### src/rtl/cla_adder_pipe.sv
// ============================================================================
//  Module      : cla_adder_pipe
//  Description : Parametrised, pipelined carry-lookahead adder/subtractor.
//                BLOCK-bit CLA groups with group-level lookahead. The group
//                chain is split evenly across STAGES registered stages.
//                Valid/ready handshakes are on both sides. The block reports
//                carry-out, signed overflow and zero flags.
//  Revision    : 1.0 - initial release
// ============================================================================
`timescale 1ns/1ps
`default_nettype none

module cla_adder_pipe #(
  parameter int WIDTH  = 16,
  parameter int BLOCK  = 4,
  parameter int STAGES = 2
) (
  input  logic             clk,
  input  logic             rst,
  input  logic             in_valid,
  output logic             in_ready,
  input  logic [WIDTH-1:0] a,
  input  logic [WIDTH-1:0] b,
  input  logic             cin,
  input  logic             sub,
  output logic             out_valid,
  input  logic             out_ready,
  output logic [WIDTH-1:0] sum,
  output logic             cout,
  output logic             ovf,
  output logic             zero
);

  localparam int NG  = WIDTH / BLOCK;   // number of CLA groups
  localparam int GPS = NG / STAGES;     // groups resolved per stage
  localparam int SB  = GPS * BLOCK;     // bits resolved per stage

  // Operand conditioning: subtraction is A + ~B + ~borrow_in.
  logic [WIDTH-1:0] w_b_eff;
  logic [WIDTH-1:0] w_p_in;
  logic [WIDTH-1:0] w_g_in;
  logic             w_c0;

  assign w_b_eff = sub ? ~b : b;
  assign w_p_in  = a ^ w_b_eff;
  assign w_g_in  = a & w_b_eff;
  assign w_c0    = cin ^ sub;

  // Pipeline occupancy and flow control.
  logic [STAGES-1:0] r_v;      // stage holds a live op
  logic [STAGES-1:0] w_ld;     // stage may take new content this cycle
  logic [STAGES-1:0] w_src_v;  // valid bit offered to each stage
  logic [STAGES-1:0] w_en;     // stage actually captures an op

  // Back-pressure chain from the output toward the input: a stage can load
  // when it is empty or its own content leaves in the same cycle.
  always_comb begin : p_handshake
    logic chain;
    w_ld    = '0;
    w_src_v = '0;
    chain   = out_ready;
    for (int s = STAGES - 1; s >= 0; s--) begin
      w_ld[s] = ~r_v[s] | chain;
      chain   = w_ld[s];
    end
    w_src_v[0] = in_valid;
    for (int s = 1; s < STAGES; s++) begin
      w_src_v[s] = r_v[s-1];
    end
    w_en = w_ld & w_src_v;
  end

  // Valid bits follow their data; reset flushes everything in flight.
  always_ff @(posedge clk) begin
    if (rst) begin
      r_v <= '0;
    end else begin
      r_v <= (w_ld & w_src_v) | (~w_ld & r_v);
    end
  end

  for (genvar s = 0; s < STAGES; s++) begin : g_stage
    localparam int LO = s * SB;        // first bit resolved here
    localparam int HI = LO + SB;       // one past last bit resolved here

    logic [WIDTH-1:LO] w_src_p;        // P/G still pending on entry
    logic [WIDTH-1:LO] w_src_g;
    logic              w_src_c;        // carry into bit LO
    logic [HI-1:0]     w_full_sum;     // all sum bits known after this stage

    logic [SB-1:0]     w_p;
    logic [SB-1:0]     w_g;
    logic [SB-1:0]     w_bc;           // carry into each local bit
    logic [SB-1:0]     w_snew;
    logic [GPS-1:0]    w_gp;           // group propagate
    logic [GPS-1:0]    w_gg;           // group generate
    logic [GPS:0]      w_gc;           // carry into each local group (+ out)

    logic [HI-1:0]     r_sum;
    logic              r_c;            // carry into bit HI

    if (s == 0) begin : g_src_in
      assign w_src_p    = w_p_in;
      assign w_src_g    = w_g_in;
      assign w_src_c    = w_c0;
      assign w_full_sum = w_snew;
    end else begin : g_src_prev
      assign w_src_p    = g_stage[s-1].g_pend.r_p;
      assign w_src_g    = g_stage[s-1].g_pend.r_g;
      assign w_src_c    = g_stage[s-1].r_c;
      assign w_full_sum = {w_snew, g_stage[s-1].r_sum};
    end

    assign w_p    = w_src_p[HI-1:LO];
    assign w_g    = w_src_g[HI-1:LO];
    assign w_snew = w_p ^ w_bc;

    // Two-level lookahead: every carry is a flat sum of products of the
    // group (or bit) generate/propagate terms and the stage carry-in.
    always_comb begin : p_lookahead
      logic t;
      w_gp = '0;
      w_gg = '0;
      w_gc = '0;
      w_bc = '0;
      t    = 1'b0;
      for (int k = 0; k < GPS; k++) begin
        w_gp[k] = &w_p[k*BLOCK +: BLOCK];
        for (int j = 0; j < BLOCK; j++) begin
          t = w_g[k*BLOCK + j];
          for (int m = j + 1; m < BLOCK; m++) t = t & w_p[k*BLOCK + m];
          w_gg[k] = w_gg[k] | t;
        end
      end
      for (int k = 0; k <= GPS; k++) begin
        t = w_src_c;
        for (int m = 0; m < k; m++) t = t & w_gp[m];
        w_gc[k] = t;
        for (int j = 0; j < k; j++) begin
          t = w_gg[j];
          for (int m = j + 1; m < k; m++) t = t & w_gp[m];
          w_gc[k] = w_gc[k] | t;
        end
      end
      for (int k = 0; k < GPS; k++) begin
        for (int i = 0; i < BLOCK; i++) begin
          t = w_gc[k];
          for (int m = 0; m < i; m++) t = t & w_p[k*BLOCK + m];
          w_bc[k*BLOCK + i] = t;
          for (int j = 0; j < i; j++) begin
            t = w_g[k*BLOCK + j];
            for (int m = j + 1; m < i; m++) t = t & w_p[k*BLOCK + m];
            w_bc[k*BLOCK + i] = w_bc[k*BLOCK + i] | t;
          end
        end
      end
    end

    // Capture the resolved sum bits and the carry handed to the next stage.
    always_ff @(posedge clk) begin
      if (rst) begin
        r_sum <= '0;
        r_c   <= 1'b0;
      end else if (w_en[s]) begin
        r_sum <= w_full_sum;
        r_c   <= w_gc[GPS];
      end
    end

    if (s < STAGES - 1) begin : g_pend
      logic [WIDTH-1:HI] r_p;
      logic [WIDTH-1:HI] r_g;

      // Forward the still-unresolved propagate/generate bits.
      always_ff @(posedge clk) begin
        if (rst) begin
          r_p <= '0;
          r_g <= '0;
        end else if (w_en[s]) begin
          r_p <= w_src_p[WIDTH-1:HI];
          r_g <= w_src_g[WIDTH-1:HI];
        end
      end
    end else begin : g_flags
      logic r_ovf;
      logic r_zero;

      // Flags are registered together with the final sum.
      always_ff @(posedge clk) begin
        if (rst) begin
          r_ovf  <= 1'b0;
          r_zero <= 1'b0;
        end else if (w_en[s]) begin
          r_ovf  <= w_bc[SB-1] ^ w_gc[GPS];
          r_zero <= ~|w_full_sum;
        end
      end
    end
  end

  assign in_ready  = w_ld[0];
  assign out_valid = r_v[STAGES-1];
  assign sum       = g_stage[STAGES-1].r_sum;
  assign cout      = g_stage[STAGES-1].r_c;
  assign ovf       = g_stage[STAGES-1].g_flags.r_ovf;
  assign zero      = g_stage[STAGES-1].g_flags.r_zero;

endmodule

`default_nettype wire

### config.mk
export PLATFORM = sky130hd
export DESIGN_NAME = cla_adder_pipe
export DESIGN_NICKNAME = d
export VERILOG_FILES = /design/src/rtl/cla_adder_pipe.sv
export SDC_FILE = /design/constraint.sdc
export NUM_CORES = 1
export LEC_CHECK = 0
export BUFFER_PORTS_ARGS = -buffer_cell sky130_fd_sc_hd__buf_4
export CORE_MARGIN = 10
export CORE_UTILIZATION = 53
export DETAILED_ROUTE_END_ITERATION = 10
export MAX_ROUTING_LAYER = met4
export PLACE_DENSITY = 0.8
export SLEW_MARGIN = 20
export SYNTH_ARGS = -nofsm -noshare
export SYNTH_HDL_FRONTEND = slang
export SYNTH_SLANG_ARGS = --single-unit
### constraint.sdc
create_clock -name clk -period 4.1 [get_ports clk]
set_clock_uncertainty 0.1 [all_clocks]
set_input_delay 0.82 -clock clk [delete_from_list [all_inputs] [get_ports clk]]
set_output_delay 0.82 -clock clk [all_outputs]
set_load 0.02 [all_outputs]
==> results.cfg, run 1 <==
[sta]
final_hold_viol_count = 0
rsz0062_at_grt = false
fin_crit_sh = 0.726
tns_ns = 0
timing.fmax_mhz = 336
min_period_ns = 2.98
setup_viol = 0
drv_slew = 0
maxSlewHeadroom = 0.452
worst_pin_slew_ns = 0.820

[grt]
grt_pass1_wl_um = 9490
grtUsageTotal = 0.155
grt_max_degree = 46
antenna_found_initial = 0
globalRouteOverflowTotal = 0
grt_pass1_vias = 2092

[clocking]
cts_buffers = 5
cts-root-buf = clkbuf_8
cts_buffer_depth = 2
cts_tree = built
worst_skew_pair.late_latency_ns = 0.30
cts.clk_slew.worst_paths_ns = 0.08
cts.sinks = 46
cts_hold_buffers = 0
post_cts_resize_count = 0
cts_setup_buffers = 0
htreeDepth = 2

[pwr]
power_mw = 1.03
intPower_mw = 0.727
seqPwrFrac = 0.488
power_density_mw_per_mm2 = 343
clockPowerShare = 0.274
combPwrFrac = 0.238
p_sw_mw = 0.305
swShare = 0.295
vdd_drop_max_v = 0.000154
power.leakage_nw = 1.32

[route]
wirelength_um = 5590
wl_per_cell_um = 13.7
first_pass_iters = 4
drt-initial-drc-count = 124
vias_per_cell = 5.27
drc_errors = 0
vias = 2155
route.antenna.remaining_nets = 0

[floorplan]
fp.dieArea_mm2 = 0.00781
io_pins = 59
coreArea_mm2 = 0.00444
start_util = 0.557
die_w_um = 88.4
die-height_um = 88.4
fp-row-count = 24

[worst_setup_path]
cp_max_fo = 17
path_cells = buf_4 -> xor2_1 -> ha_1 -> a21oi_1 -> o21ai_1 -> a31oi_1 -> inv_1 -> ha_1 -> o21ai_0 -> nand2b_1 -> a21oi_1 -> xor2_1 -> o31ai_1
crit_path_start_kind = primary input
r2r-start = g_stage[0].g_pend.r_p[10]
worstSetupEndpoint = g_stage[0].r_sum[7]
reg2reg_depth = 10
r2r_setup_slack_ns = 1.92
crit_arrival_ns = 3.03
critPathMaxStageDelay_ns = 0.31
crit_path_top_delay_cell = a31oi_1
cp-startpoint = sub
path_class = primary input to flop
r2r_end = zero
end_kind = flop
worst_ep_required_time_ns = 4.16

[synthesis]
synth-seq-cells = 46
synthArstFlopShare = 0
yosys_warnings = 0
ys_types = 39
postSynthAreaPerCell_um2 = 8.12
synthCells = 305
synth_seq_area_share = 0.372
synth_edf_count = 0
synthFlopType = dfxtp_1
syn-num-nets = 365
syn_area_mm2 = 0.00248

[finish]
fill_cells = 385
syn_to_final_growth_pct = 21.3
drive_above_1_share = 0.202
diodes = 0
final_util = 0.676
final_cell_mix = 79 x nand2_1, 59 x buf_4, 46 x dfxtp_1
final_common_cell = nand2_1
stdcell_area_mm2 = 0.00300
num-nets-final = 416

[place]
io_buffers = 58
gp_congestion = 0.851
dp_hpwl_um = 4340
placed_area_mm2 = 0.00291

[hold_path]
hp-class = flop to flop

[run_status]
status = completed

[job]
drv_cap = 0
[area by class of cell]
cell class | instances | area (µm²) | area share
inverters | 10 | 37.5 | 0.0125
clock buffers | 7 | 86.3 | 0.0287
flip-flops and latches | 46 | 921 | 0.307
repair buffers | 59 | 443 | 0.147
multi-input cells | 234 | 1450 | 0.481
clock inverters | 1 | 5.00 | 0.00167
well taps | 52 | 65.1 | 0.0217
[cell usage after synthesis, drive strengths merged, types with 4 or more instances]
master / instances / share of area
nand2: 79 / 0.12
a21oi: 46 / 0.094
dfxtp: 46 / 0.37
ha: 20 / 0.10
xor2: 20 / 0.071
nor2: 12 / 0.018
buf: 10 / 0.022
inv: 10 / 0.015
o21ai: 9 / 0.018
xnor2: 6 / 0.027
clkbuf: 5 / 0.0076
nand3: 4 / 0.0081
[state kept, by name, summed over array words and instances (netlist names), named ones only]
name / count
g_stage.r_c: 1
g_stage.r_sum: 8
g_stage.g_pend.r_g: 8
zero: 1
cout: 1
sum: 16
ovf: 1
g_stage.g_pend.r_p: 8
[through the flow]
stage | cells | worst slack (ns) | hold slack, ns
after global routing | 409 | 0.889 | 0.376
after floorplan | 305 | 0.944 | 0.336
after global placement | 401 | 0.927 | 0.342
after CTS | 409 | 1.11 | 0.358
after detailed placement | 401 | 0.797 | 0.347
final | 409 | 1.12 | 0.356
[power groups by stage]
stage	logic (mW)	clock network, mW	registers [mW]
after global placement	0.238	0	0.513
after global routing	0.279	0.305	0.509
final	0.245	0.283	0.504
after floorplan	0.158	0	0.518
after detailed placement	0.246	0	0.514
after CTS	0.247	0.288	0.504
[cell families after synthesis]
family,Yosys count,synth area share
buf+inv,25,0.0444
flops,46,0.372
xor+xnor,26,0.0980
simple gates,116,0.203
compound gates,70,0.166
fa+ha+maj,22,0.117
[worst max-delay path: cells and delay by family]
family / cells / cell delay, ns
AOI/OAI and AO/OA: 6 / 0.93
adders and majority gates: 2 / 0.47
buffers and inverters: 2 / 0.35
xor gates and xnor gates: 2 / 0.35
and+or+nand+nor: 1 / 0.10
[per-layer routing]
layer	part of all wire	GRT usage
met1	0.48	0.195
met2	0.44	0.232
met3	0.066	0.0414
met4	0.013	0.0558
met5	0	-
[how the worst min path moves through the flow]
stage / startpoint / end / slack [ns] / cells after the start
after floorplan: g_stage[0].g_pend.r_g[15] / g_stage[0].g_pend.r_g[15] / 0.34 / 2
after global placement: sum[13] / sum[13] / 0.34 / 2
after detailed placement: sum[2] / sum[2] / 0.35 / 2
after CTS: sum[2] / sum[2] / 0.36 / 2
after global routing: sum[7] / sum[7] / 0.38 / 2
final: sum[5] / sum[5] / 0.36 / 2
Power figures use the tool's default switching activity.
==> run 2, diff against run 1 <==
==> constraint.sdc (replaced) <==
create_clock -name clk -period 2.9 [get_ports clk]
set_clock_uncertainty 0.1 [all_clocks]
set_input_delay 0.58 -clock clk [delete_from_list [all_inputs] [get_ports clk]]
set_output_delay 0.58 -clock clk [all_outputs]
set_load 0.02 [all_outputs]
==> run 2 against run 1 <==
- via count increased by 3.2%
- total power rose by 38%
- sequential power rose by 42%
- non-clock buffer count rose by 4
- final cell count grew 0.73%
- register-to-register slack got worse by 1.3 ns
- wire length grew 2.7%
- worst setup slack got worse by 0.75 ns
- global-route usage increased by 0.62 points
- critical path type unchanged
- critical endpoint unchanged
- largest cell class unchanged
- largest power group unchanged
==> results.cfg, run 2 (same netlist as run 1, synthesis figures left out) <==
[floorplan]
die-height_um = 88.4
io_pins = 59
fp.dieArea_mm2 = 0.00781
fp-row-count = 24
start_util = 0.557
die_w_um = 88.4
coreArea_mm2 = 0.00444

[clocking]
cts_buffers = 5
htreeDepth = 2
post_cts_resize_count = 0
cts.sinks = 46
cts_buffer_depth = 2
cts_hold_buffers = 0
cts_tree = built
cts-root-buf = clkbuf_8
cts.clk_slew.worst_paths_ns = 0.07
cts_setup_buffers = 0
worst_skew_pair.late_latency_ns = 0.29

[grt]
grt_max_degree = 46
globalRouteOverflowTotal = 0
grtUsageTotal = 0.161
grt_pass1_vias = 2215
antenna_found_initial = 0
grt_pass1_wl_um = 9890

[sta]
rsz0062_at_grt = false
fin_crit_sh = 0.870
drv_slew = 0
timing.fmax_mhz = 396
setup_viol = 0
maxSlewHeadroom = 0.588
min_period_ns = 2.52
final_hold_viol_count = 0
tns_ns = 0
worst_pin_slew_ns = 0.616

[route]
first_pass_iters = 4
drt-initial-drc-count = 117
route.antenna.remaining_nets = 0
vias_per_cell = 5.40
vias = 2223
wl_per_cell_um = 13.9
drc_errors = 0
wirelength_um = 5740

[finish]
final_cells = 412
num-nets-final = 420
final_common_cell = nand2_1
drive_above_1_share = 0.206
syn_to_final_growth_pct = 21.9
diodes = 0
final_util = 0.679
largest_reg_flops = 16
final_cell_mix = 79 x nand2_1, 63 x buf_4, 46 x dfxtp_1

[pwr]
power.leakage_nw = 1.33
vdd_drop_max_v = 0.000241
power_density_mw_per_mm2 = 472
power_mw = 1.43

[job]
drv_cap = 0

[place]
io_buffers = 58
gp_congestion = 0.813
place_inst = 405
dp_hpwl_um = 4550

[worst_setup_path]
worstSetupEndpoint = g_stage[0].r_sum[7]
cp-startpoint = sub
r2r-start = g_stage[0].g_pend.r_p[10]
crit_arrival_ns = 2.59
r2r_setup_slack_ns = 0.58
cp_max_fo = 8
reg2reg_depth = 10
path_class = primary input to flop
r2r_end = zero
worst_ep_required_time_ns = 2.97
end_kind = flop
crit_path_start_kind = primary input

[hold_path]
hp-class = flop to flop

[run_status]
status = completed
run 2: through the flow:
step                setup WS, ns  area, µm²  hold WS (ns)
floorplan                 0.0183       2480         0.336
global placement           0.180       2940         0.343
detailed placement         0.103       2940         0.348
CTS                        0.413       3020         0.358
global route               0.236       3020         0.378
finish                     0.376       3020         0.354
run 2: power by group:
group	total (mW)	switching, mW	internal [mW]	leakage (nW)
combinational	0.351	0.186	0.166	0.912
clock	0.360	0.194	0.166	0.0383
sequential	0.714	0.0387	0.676	0.376
run 2: final cells by class:
type                            count  area (µm²)
Fill cell                         410        1430
Timing Repair Buffer               63         473
Clock buffer                        7        76.3
Sequential cell                    46         921
Tap cell                           52        65.1
Inverter                           10        37.5
Multi-Input combinational cell    234        1450
run 2: layer usage:
layer,vias to the layer above,track usage,wire length (µm)
li1,1133,-,-
met1,1000,0.190,2630
met2,78,0.253,2640
met3,12,0.0487,392
met4,0,0.0587,85
met5,-,-,0
run 2: how the worst min path moves through the flow:
stage,from,end,slack (ns),cells after the start
after floorplan,g_stage[0].g_pend.r_g[15],g_stage[0].g_pend.r_g[15],0.34,2
after global routing,sum[2],sum[2],0.38,2
after CTS,sum[6],sum[6],0.36,2
after global placement,sum[13],sum[13],0.34,2
after detailed placement,sum[6],sum[6],0.35,2
final,sum[2],sum[2],0.35,2
run 2: worst max-delay path, cell delays in order:
cell and delay, ns:
buf_4 0.15, xor2_1 0.17, ha_1 0.33, a21oi_1 0.18, o21ai_1 0.08, a31oi_1 0.20
inv_1 0.07, ha_1 0.17, o21ai_0 0.14, nand2b_1 0.10, a21oi_1 0.18, xor2_1 0.16
o31ai_1 0.07
==> run 3, diff against run 2 <==
--- a/config.mk
+++ b/config.mk
@@ -6,11 +6,13 @@
 export NUM_CORES = 1
 export LEC_CHECK = 0
 export BUFFER_PORTS_ARGS = -buffer_cell sky130_fd_sc_hd__buf_4
+export CELL_PAD_IN_SITES_DETAIL_PLACEMENT = 1
+export CELL_PAD_IN_SITES_GLOBAL_PLACEMENT = 2
 export CORE_MARGIN = 10
-export CORE_UTILIZATION = 53
+export CORE_UTILIZATION = 31
 export DETAILED_ROUTE_END_ITERATION = 10
 export MAX_ROUTING_LAYER = met4
-export PLACE_DENSITY = 0.8
+export PLACE_DENSITY = 0.81
 export SLEW_MARGIN = 20
 export SYNTH_ARGS = -nofsm -noshare
 export SYNTH_HDL_FRONTEND = slang
==> run 3 against run 2 <==
- die area is 53% higher
- wire length is 13% higher
- sequential share of layout area is 1.2 points lower
- final cell count is 12% higher
- combinational power is 2% higher
- via count is 2.4% lower
- register-to-register slack better by 0.05 ns
- core utilization is 27 points lower
- worst setup slack worse by 0.021 ns
- clock-buffer cell count is 1 lower
==> results.cfg, run 3 (same netlist as run 1, synthesis figures left out) <==
[run_status]
status = completed

[finish]
largest_reg_flops = 16
diodes = 0
multi_input_area_mm2 = 0.00145
final_common_cell = nand2_1
drive_above_1_share = 0.213
final_cell_mix = 79 x nand2_1, 63 x buf_4, 46 x dfxtp_1
syn_to_final_growth_pct = 27.1
fill_cells = 955
num-nets-final = 420
register_area_um2 = 921

[grt]
grtUsageTotal = 0.114
grt_pass1_vias = 2287
antenna_found_initial = 0
globalRouteOverflowTotal = 0
grt_max_degree = 46
grt_pass1_wl_um = 10800

[clocking]
cts_tree = built
worst_skew_pair.late_latency_ns = 0.29
cts.sinks = 46
htreeDepth = 2
cts.clk_slew.worst_paths_ns = 0.08
cts_buffers = 5
post_cts_resize_count = 0
cts_setup_buffers = 0
cts-root-buf = clkbuf_8
cts_hold_buffers = 0
cts_buffer_depth = 2

[worst_setup_path]
path_cells = buf_4 -> xor2_1 -> ha_1 -> a21oi_1 -> o21ai_1 -> a31oi_1 -> inv_1 -> ha_1 -> o21ai_0 -> nand2b_1 -> a21oi_1 -> xor2_1 -> o31ai_1
crit_arrival_ns = 2.64
path_class = primary input to flop
cp_top_family = compound AO/OA/AOI/OAI gates
r2r_end = zero
r2r_setup_slack_ns = 0.63
crit_path_top_delay_cell = ha_1
r2r-start = g_stage[0].g_pend.r_p[10]
reg2reg_depth = 10
crit_buf_inv = 2
end_kind = flop
crit_path_start_kind = primary input
critPathMaxStageDelay_ns = 0.33
cp_max_fo = 6
worst_ep_required_time_ns = 2.99

[hold_path]
whs_path_depth = 2
worstHoldStart = sum[13]
hp-class = flop to flop
min_to = sum[13]

[route]
routed-wl-met3_um = 238
highest_layer = met4
drc_errors = 0
drt-met1-wl_um = 3170
wirelength_um = 6460
vias_per_cell = 4.68
wl_met2_um = 2990
route.antenna.remaining_nets = 0
wl_per_cell_um = 14.0
vias = 2169
drt-initial-drc-count = 39
first_pass_iters = 4

[sta]
timing.hold.ws_ns = 0.358
maxSlewHeadroom = 0.568
rsz0062_at_grt = false
final_hold_viol_count = 0
tns_ns = 0
drv_slew = 0
setup_viol = 0
worst_pin_slew_ns = 0.647
timing.fmax_mhz = 393
min_period_ns = 2.54
fin_crit_sh = 0.877

[pwr]
clockPowerShare = 0.351
combPwrFrac = 0.217
vdd_drop_max_v = 0.000203
power_density_mw_per_mm2 = 524
seqPwrFrac = 0.432
p_sw_mw = 0.442
swShare = 0.268
power.leakage_nw = 1.36
intPower_mw = 1.21

[place]
io_buffers = 58
gp_congestion = 0.803
dp_hpwl_um = 5200

[floorplan]
io_pins = 59
fp.dieArea_mm2 = 0.0120
die-height_um = 109
die_w_um = 109
fp-row-count = 32
coreArea_mm2 = 0.00777
start_util = 0.319

[job]
drv_cap = 0
-- run 3: changes by cell type in the layout (fill, tap and decap cells not counted), sizes merged --
cell    delta
clkbuf     -1
bufinv     +2
-- run 3: worst max path at each step --
stage / from / to / slack, ns / cells past startpoint
3_3_place_gp: sub / g_stage[0].r_sum[7] / 0.17 / 13
3_5_place_dp: sub / g_stage[0].r_sum[7] / 0.07 / 13
6_report: sub / g_stage[0].r_sum[7] / 0.36 / 13
4_1_cts: sub / g_stage[0].r_sum[7] / 0.37 / 13
2_1_floorplan: sub / g_stage[0].r_sum[7] / 0.02 / 14
5_1_grt: sub / g_stage[0].r_sum[7] / 0.06 / 13
-- run 3: power groups by stage --
stage | sequential (mW) | clock, mW | combinational (mW)
floorplan | 0.733 | 0 | 0.224
global placement | 0.728 | 0 | 0.356
detailed placement | 0.729 | 0 | 0.364
CTS | 0.714 | 0.597 | 0.366
global route | 0.721 | 0.624 | 0.408
finish | 0.713 | 0.579 | 0.358
-- run 3: worst reg2reg max path, cell delays in order, from the launching register on --
cell and delay, ns:
dfxtp_1 0.37, a21oi_2 0.16, o21ai_1 0.10, nand2_1 0.08, nand2_1 0.05, ha_1 0.19
o21ai_0 0.36, a211oi_1 0.21, nor4_1 0.32, nand4bb_1 0.13, a21oi_1 0.14
-- run 3: layout make-up --
type	count	share of cell area
clock buffer	6	0.0262
clock inverter	2	0.0191
inverter	10	0.0119
multi-input combinational	234	0.459
sequential	46	0.293
tap	102	0.0405
timing repair buffer	63	0.150
-- run 3: stage by stage --
stage          cell area (µm²)  total power, mW  cells  setup WS (ns)  utilization
2_1_floorplan             2480            0.956    305         0.0183            -
3_3_place_gp              3010             1.08    455          0.165        0.387
3_5_place_dp              3010             1.09    455         0.0656        0.387
4_1_cts                   3150             1.68    463          0.373        0.405
5_1_grt                   3150             1.75    463         0.0588        0.405
6_report                  3150             1.65    463          0.356        0.405
-- run 3: per-layer routing --
metal  global-route usage  vias up
li1                     -     1132
met1                0.143      993
met2                0.182       40
met3               0.0211        4
met4               0.0307        0
met5                    -        -
